### src/rtl/div_272x16.sv
// Radix-2 restoring divider, one quotient bit per clock, MSB first.
// Optional quotient-overflow flag (quotient wider than 256 bits) under `DIV_Q_OVF_EN.
module div_272x16 #(
    parameter int DIVIDEND_W = 272,
    parameter int DIVISOR_W  = 16
) (
    input  logic                  clk,
    input  logic                  reset,
    input  logic                  start,
    input  logic [DIVIDEND_W-1:0] dividend,
    input  logic [DIVISOR_W-1:0]  divisor,
    output logic [DIVIDEND_W-1:0] quotient,
    output logic [DIVISOR_W-1:0]  remainder,
    output logic                  div_by_zero,
    output logic                  busy,
    output logic                  done
`ifdef DIV_Q_OVF_EN
    ,
    output logic                  q_ovf
`endif
);

    localparam int CNT_W    = $clog2(DIVIDEND_W + 1);
    localparam int QOVF_LSB = 256;

    typedef enum logic [1:0] {IDLE, RUN, DONE} state_t;

    state_t                state_q, state_d;
    logic [CNT_W-1:0]      cnt_q, cnt_d;
    logic [DIVIDEND_W-1:0] shift_q, shift_d;
    logic [DIVIDEND_W-1:0] quot_q, quot_d;
    logic [DIVISOR_W-1:0]  rem_q, rem_d;
    logic [DIVISOR_W-1:0]  dvs_q, dvs_d;
    logic                  dbz_q, dbz_d;
`ifdef DIV_Q_OVF_EN
    logic                  q_ovf_q, q_ovf_d;
`endif

    logic [DIVISOR_W:0]    r17;
    logic [DIVISOR_W-1:0]  diff;
    logic                  q_bit;

    always_comb begin
        state_d = state_q;
        cnt_d   = cnt_q;
        shift_d = shift_q;
        quot_d  = quot_q;
        rem_d   = rem_q;
        dvs_d   = dvs_q;
        dbz_d   = dbz_q;
`ifdef DIV_Q_OVF_EN
        q_ovf_d = q_ovf_q;
`endif
        r17   = {rem_q, shift_q[DIVIDEND_W-1]};
        // Result always fits DIVISOR_W bits when r17 >= divisor, since the old remainder < divisor.
        diff  = r17[DIVISOR_W-1:0] - dvs_q;
        q_bit = 1'b0;

        case (state_q)
            IDLE: begin
                if (start) begin
                    shift_d = dividend;
                    dvs_d   = divisor;
                    quot_d  = '0;
                    rem_d   = '0;
                    dbz_d   = 1'b0;
`ifdef DIV_Q_OVF_EN
                    q_ovf_d = 1'b0;
`endif
                    if (divisor == '0) begin
                        quot_d  = '1;
                        rem_d   = dividend[DIVISOR_W-1:0];
                        dbz_d   = 1'b1;
                        state_d = DONE;
                    end else begin
                        cnt_d   = CNT_W'(DIVIDEND_W);
                        state_d = RUN;
                    end
                end
            end
            RUN: begin
                shift_d = {shift_q[DIVIDEND_W-2:0], 1'b0};
                if (r17 >= {1'b0, dvs_q}) begin
                    rem_d = diff;
                    q_bit = 1'b1;
                end else begin
                    rem_d = r17[DIVISOR_W-1:0];
                end
                quot_d = {quot_q[DIVIDEND_W-2:0], q_bit};
                cnt_d  = cnt_q - CNT_W'(1);
                if (cnt_q == CNT_W'(1)) begin
                    state_d = DONE;
`ifdef DIV_Q_OVF_EN
                    q_ovf_d = |quot_d[DIVIDEND_W-1:QOVF_LSB];
`endif
                end
            end
            DONE:    state_d = IDLE;
            default: state_d = IDLE;
        endcase
    end

    always_ff @(posedge clk) begin
        if (reset) begin
            state_q <= IDLE;
            cnt_q   <= '0;
            shift_q <= '0;
            quot_q  <= '0;
            rem_q   <= '0;
            dvs_q   <= '0;
            dbz_q   <= 1'b0;
`ifdef DIV_Q_OVF_EN
            q_ovf_q <= 1'b0;
`endif
        end else begin
            state_q <= state_d;
            cnt_q   <= cnt_d;
            shift_q <= shift_d;
            quot_q  <= quot_d;
            rem_q   <= rem_d;
            dvs_q   <= dvs_d;
            dbz_q   <= dbz_d;
`ifdef DIV_Q_OVF_EN
            q_ovf_q <= q_ovf_d;
`endif
        end
    end

    assign quotient    = quot_q;
    assign remainder   = rem_q;
    assign div_by_zero = dbz_q;
    assign busy        = (state_q == RUN);
    assign done        = (state_q == DONE);
`ifdef DIV_Q_OVF_EN
    assign q_ovf       = q_ovf_q;
`endif

endmodule
### config.mk
export PLATFORM = sky130hd
export DESIGN_NAME = div_272x16
export DESIGN_NICKNAME = d
export VERILOG_FILES = /design/src/rtl/div_272x16.sv
export SDC_FILE = /design/constraint.sdc
export NUM_CORES = 1
export LEC_CHECK = 0
export ABC_AREA = 1
export CORE_MARGIN = 8
export CORE_UTILIZATION = 50
export CTS_CLUSTER_DIAMETER = 80
export DETAILED_ROUTE_END_ITERATION = 8
export DONT_BUFFER_PORTS = 1
export PLACE_DENSITY = 0.68
export SYNTH_ARGS = -nofsm -noshare
export SYNTH_HDL_FRONTEND = slang
export SYNTH_SLANG_ARGS = --single-unit
### constraint.sdc
create_clock -name clk -period 1.8 [get_ports clk]
set_input_delay 0.27 -clock clk [delete_from_list [all_inputs] [get_ports clk]]
set_output_delay 0.27 -clock clk [all_outputs]
set_load 0.005 [all_outputs]
; ---- After elaboration in Yosys (flattened, before gate mapping)
; Cells that the tools add are included.
[classes]
n_addsub = 2
n_mul = 0
div_mod_pow = 0
order_cmp = 1
n_eq_ne = 6
shift = 0
muxes = 18
n_bitwise = 0
n_reduce_logical = 7
[ops]
columns = operator, n
row1 = $pmux W272 S2, 2
row2 = $mux W272, 3
row3 = $mux W16, 3
row4 = $pmux W16 S2, 1
row5 = $mux W9, 2
row6 = $pmux W9 S2, 1
row7 = $ge A17 B16 Y1, 1
row8 = $logic_not A16 Y1, 1
row9 = $sub A16 B16 Y16, 1
row10 = $eq A9 B1 Y1 const B, 1
row11 = $sub A9 B1 Y9 const B, 1
row12 = $mux W2, 3
row13 = $reduce_and A2 Y1, 3
row14 = $ne A2 B2 Y1 const B, 2
row15 = $pmux W2 S2, 1
row16 = $reduce_and A3 Y1, 1
row17 = $eq A2 B1 Y1 const B, 1
row18 = $eq A2 B2 Y1 const B, 1
row19 = $logic_not A2 Y1, 1
row20 = $mux W1, 2
row21 = $ne A2 B1 Y1 const B, 1
row22 = $reduce_bool A2 Y1, 1
[totals]
regBits = 588
latch_bits = 0
ram_bits = 0
mem_bits_ro = 0
input_bits = 291
out_inout_bits = 291
wordCells = 41
mem_count = 0

; ---- Longest topological paths before layout
[depth]
depth_word = 4
mapped_depth = 14
ltp_nobuf = 14

; ---- Least setup slack after synthesis
; No wires, ideal clock.
[synth_timing]
path_type = register to register
startpoint = reg rem_q[2], in the netlist remainder[2]
endpoint = reg rem_q[0], in the netlist remainder[0]
setup_ns = 0.067
t_arrival_ns = 1.706
required_ns = 1.733
path_slack_ns = 0.026
path_stages_with_launch = 14
n_path_buf = 1
synth_period_minus_slack_ns = 1.774
path_cell_list = dfxtp_1 > ha_1 > nand2_1 > inv_1 > nand2_1 > nand3_2 > nand2_1 > nand2_1 > nand2_2 > nand2_2 > buf_6 > nand2_1 > nand3_1 > a21oi_2
[synth_between]
elab_chain_len = 3
[synth_lines]
columns = element, line
row1 = "start, declared", 32  ; logic [DIVISOR_W-1:0] rem_q, rem_d;
row2 = "start signal, assigned", 120  ; rem_q <= rem_d;
row3 = $ge A17 B16 Y1, 83  ; if (r17 >= {1'b0, dvs_q}) begin
row4 = $mux W16, 83
row5 = $pmux W16 S2, 59  ; case (state_q)
; No other way between the ends.
; A chain may end at the register's enable or synchronous reset.

; ---- Worst setup path in the final report
[layout_timing]
startpoint = reg state_q[1]
endpoint = reg shift_q[47]
[layout_between]
elab_chain_len = 3
word_cells_on_any_way = 6
classes_between = 2 x eq/ne / 1 x mux / 3 x reduce/logical
[layout_lines]
columns = element, line
row1 = "start, declared", 28  ; state_t state_q, state_d;
row2 = "start signal, assigned", 116  ; state_q <= state_d;
row3 = $eq A2 B1 Y1 / $logic_not A2 Y1 (equally long branches), 59
row4 = $reduce_bool A2 Y1 (no source line) / $ne A2 B2 Y1 (equally long branches), n/a
row5 = $reduce_and A2 Y1 (no source line), n/a
row6 = "end signal, assigned", 118  ; shift_q <= shift_d;
row7 = "end, declared", 30  ; logic [DIVIDEND_W-1:0] shift_q, shift_d;
; Parallel ways exist; a longest one is shown, timed or not.

==> impl_metrics.py <==
metrics = {
    "outcome": {
        "outcome": "finished, violations left",
        "violations": "negative hold slack, negative setup slack",
    },
    "setup_path": {
        "slowest_delay_ns": 0.31,
        "critPathLaunchType": "flop",
        "crit_slowest_cell": "dfxtp_1",
        "critPathCaptureType": "flop",
        "rrSetupSlack_ns": -0.002,
        "crit_start": "state_q[1]",
        "path_depth": 7,
        "path_cells": "nor2_1, nand2_4, buf_12, buf_16, buf_4, o221ai_1, a21oi_1",
        "path_delay_family": "buffers and inverters",
        "path_class": "reg -> reg",
        "cp.arrival_ns": 2.27,
        "reg2regPathDepth": 7,
        "cp_max_fo": 36,
        "crit_required_ns": 2.27,
        "worst-path-buf-inv": 3,
        "r2r-start": "state_q[1]",
    },
    "sta": {
        "finalCritPeriodShare": 1.00,
        "fmax_mhz": 555,
        "drv_slew": 0,
        "setup_ws_ns": -0.00214,
        "hold_violations": 85,
        "setup_viol": 3,
        "worstMarginPinSlew_ns": 0.817,
        "rsz0062_at_grt": "true",
        "fin_crit_ns": 1.80,
        "max-slew-margin-rel": 0.456,
        "finalHoldWorstSlack_ns": -0.246,
        "final.setup_skew_ns": 0.0136,
    },
    "logic_synthesis": {
        "synthesis.area_um2": 23700,
        "synth_area_leaders": "dfxtp_1, a21oi_1, a22oi_1, o221ai_1, nand2_1",
        "ys_warn_count": 0,
        "yosysSeqAreaShare": 0.498,
        "synth_edf_count": 0,
        "syn_nets": 3060,
        "synthMostInstantiatedCell": "dfxtp_1",
        "synth_top_area_frac": 0.498,
        "netlist_instances": 2750,
        "syn_avg_cell_area_um2": 8.60,
        "yosysTopAreaCell": "dfxtp_1",
        "ys_seq_elements": 588,
        "synth_flop_cell": "dfxtp_1",
        "synth-async-reset-ratio": 0,
        "netlist_top_cells_count": "dfxtp_1, a21oi_1, nand2_1",
        "synthDistinctLibCells": 36,
    },
    "placement": {
        "gp_congestion": 0.894,
        "portBuffers": 0,
        "hpwl_mm": 52.3,
        "placedCellCount": 3259,
        "pre_cts_ws_ns": -0.174,
    },
    "detailed_routing": {
        "drt_first_pass_iters": 7,
        "drc": 0,
        "antenna_left": 0,
        "vias": 23170,
        "post_drt_wl_per_cell_um": 23.3,
        "drtIter0Drc": 2468,
        "wirelength_mm": 85.7,
        "via_per_inst": 6.31,
    },
    "floorplanning": {
        "dieArea_um2": 54500,
        "io_pins": 582,
        "die_h_um": 234,
        "core_um2": 46700,
        "die_w_um": 234,
        "initial_core_util": 0.507,
        "row_count": 79,
    },
    "global_routing": {
        "grt_start_max_net_pins": 317,
        "grt_first_pass_wirelength_mm": 124,
        "grt_usage": 0.281,
        "grt_overflow": 0,
        "grt_pass1_vias": 21934,
        "antenna_found_initial": 17,
    },
    "clock_network": {
        "htree_levels": 2,
        "clk_pin_slew_ns": 0.07,
        "tritoncts": "done",
        "cts_hold_buf": 271,
        "cts.sinks": 588,
        "clk_path_buf_depth": 3,
        "cts_made_buffers": 57,
        "clock_latency_ns": 0.60,
        "cts_root_buf": "clkbuf_16",
    },
    "power": {
        "vdd_drop_max_mv": 0.837,
        "comb_power_share": 0.273,
        "internal-power_uw": 25500,
        "pwr-share-seq": 0.399,
        "powerDensity_nw_per_um2": 1210,
        "p_clk_frac": 0.328,
        "p_leak_uw": 0.0113,
        "switchingPower_uw": 11400,
        "p_sw_frac": 0.309,
    },
    "min_path": {
        "holdCritStartpoint": "reset",
        "hp-class": "in -> reg",
        "worstHoldPathCells": 1,
    },
    "final_layout": {
        "drive_above_1_share": 0.136,
        "fin_util": 0.654,
        "finish.net_count": 3319,
        "fillers": 3518,
        "instances_no_fill": 3673,
        "syn_to_final_growth_pct": 28.9,
    },
    "flow_run": {
        "maxCapViolCount": 0,
    },
}
-- power groups by stage --
stage               Sequential [uW]  Combinational [uW]  Clock [uW]
finish                        14700               10100       12100
global route                  14800               10900       12800
CTS                           14600                8550       12200
detailed placement            14800                7610           0
global placement              14800                7510           0
floorplan                     14700                5000           0
-- through the flow --
step,power (uW),area [um^2],TNS (ns),hold slack [ns]
floorplan,19700,23700,0,0.424
global placement,22300,24900,-1.43,0.370
detailed placement,22500,24900,-1.90,0.367
CTS,35400,29800,-0.00505,-0.261
global route,38400,30500,-1.13,-0.282
finish,36900,30500,-0.00388,-0.246
-- placed cells by master (no fill, tap or decap), types with 3 or more instances in the layout --
master,instances
clkinv_2,3
nand2_1,284
o21ai_1,8
clkbuf_1,12
nand4_1,7
buf_16,6
ha_4,15
a21oi_2,15
nand3b_1,14
dlygate4sd3_1,271
inv_1,264
clkbuf_16,65
a22oi_1,271
inv_2,21
nand2_4,8
nand3_2,13
buf_12,40
nor3_2,3
inv_6,3
dfxtp_1,571
xnor2_1,5
nand3_1,32
dfxtp_2,16
a31oi_1,77
clkbuf_8,11
buf_6,8
nand2_2,25
buf_4,129
bufinv_16,5
a21oi_1,504
diode_2,20
o21ai_0,85
o221ai_1,195
nor2_1,22
nor2_4,5
-- state kept, by name, indices dropped and copies added, names as in the netlist --
signal,flops
state_q,2
div_by_zero,1
cnt_q,9
dvs_q,16
quotient,272
remainder,16
shift_q,272
-- worst register-to-register path, delay by kind of cell (launching register included) --
family	cells	cell delay (ns)
buf+inv	3	0.67
simple gates	2	0.32
compound gates	2	0.38
flops	1	0.31
-- area by class of cell --
type                       count  area [um^2]  share of cell area
tap                          607          759              0.0249
antenna                       20         50.0             0.00164
inverter                     288         1100              0.0359
clock inverter                15          231             0.00759
multi-input combinational   1611         9940               0.326
clock buffer                  81         1650              0.0540
timing repair buffer         463         4980               0.163
sequential                   588        11800               0.387
-- metal layers --
metal / part of all wire / track usage / up-vias / routed length [um]
met5: 0.00034 / 0 / - / 29
met2: 0.49 / 0.485 / 1421 / 41900
met4: 0.056 / 0.149 / 4 / 4770
li1: - / - / 10404 / -
met3: 0.10 / 0.0806 / 387 / 8830
met1: 0.35 / 0.312 / 10954 / 30100
-- cells by family (layout without fill, tap and decap cells) --
logic type                 after synthesis  after routing  synth area share
AOI/OAI and AO/OA                     1161           1161             0.310
DFF                                    588            588             0.498
buffers and inverters                  551            847             0.103
and+or+nand+nor                        424            424            0.0763
adders and majority gates               19             19            0.0104
xor gates and xnor gates                 7              7           0.00259
other                                    0             20                 0
-- final timing paths --
path,end
setup / recovery,shift_q[47]
hold / removal,quotient[208]
hold reg to reg,shift_q[26]
setup reg to reg,shift_q[47]
-- repair_timing --
| action | CTS | global route |
|---|---|---|
| cloned | 2 | 7 |
| setup buffers | 4 | 14 |
| pin swaps | 11 | 24 |
| endpoints found under the setup margin | 20 | 237 |
| resized for setup | 40 | 107 |
| hold endpoints to repair | 581 | 315 |
Power figures use the tool's default switching activity.
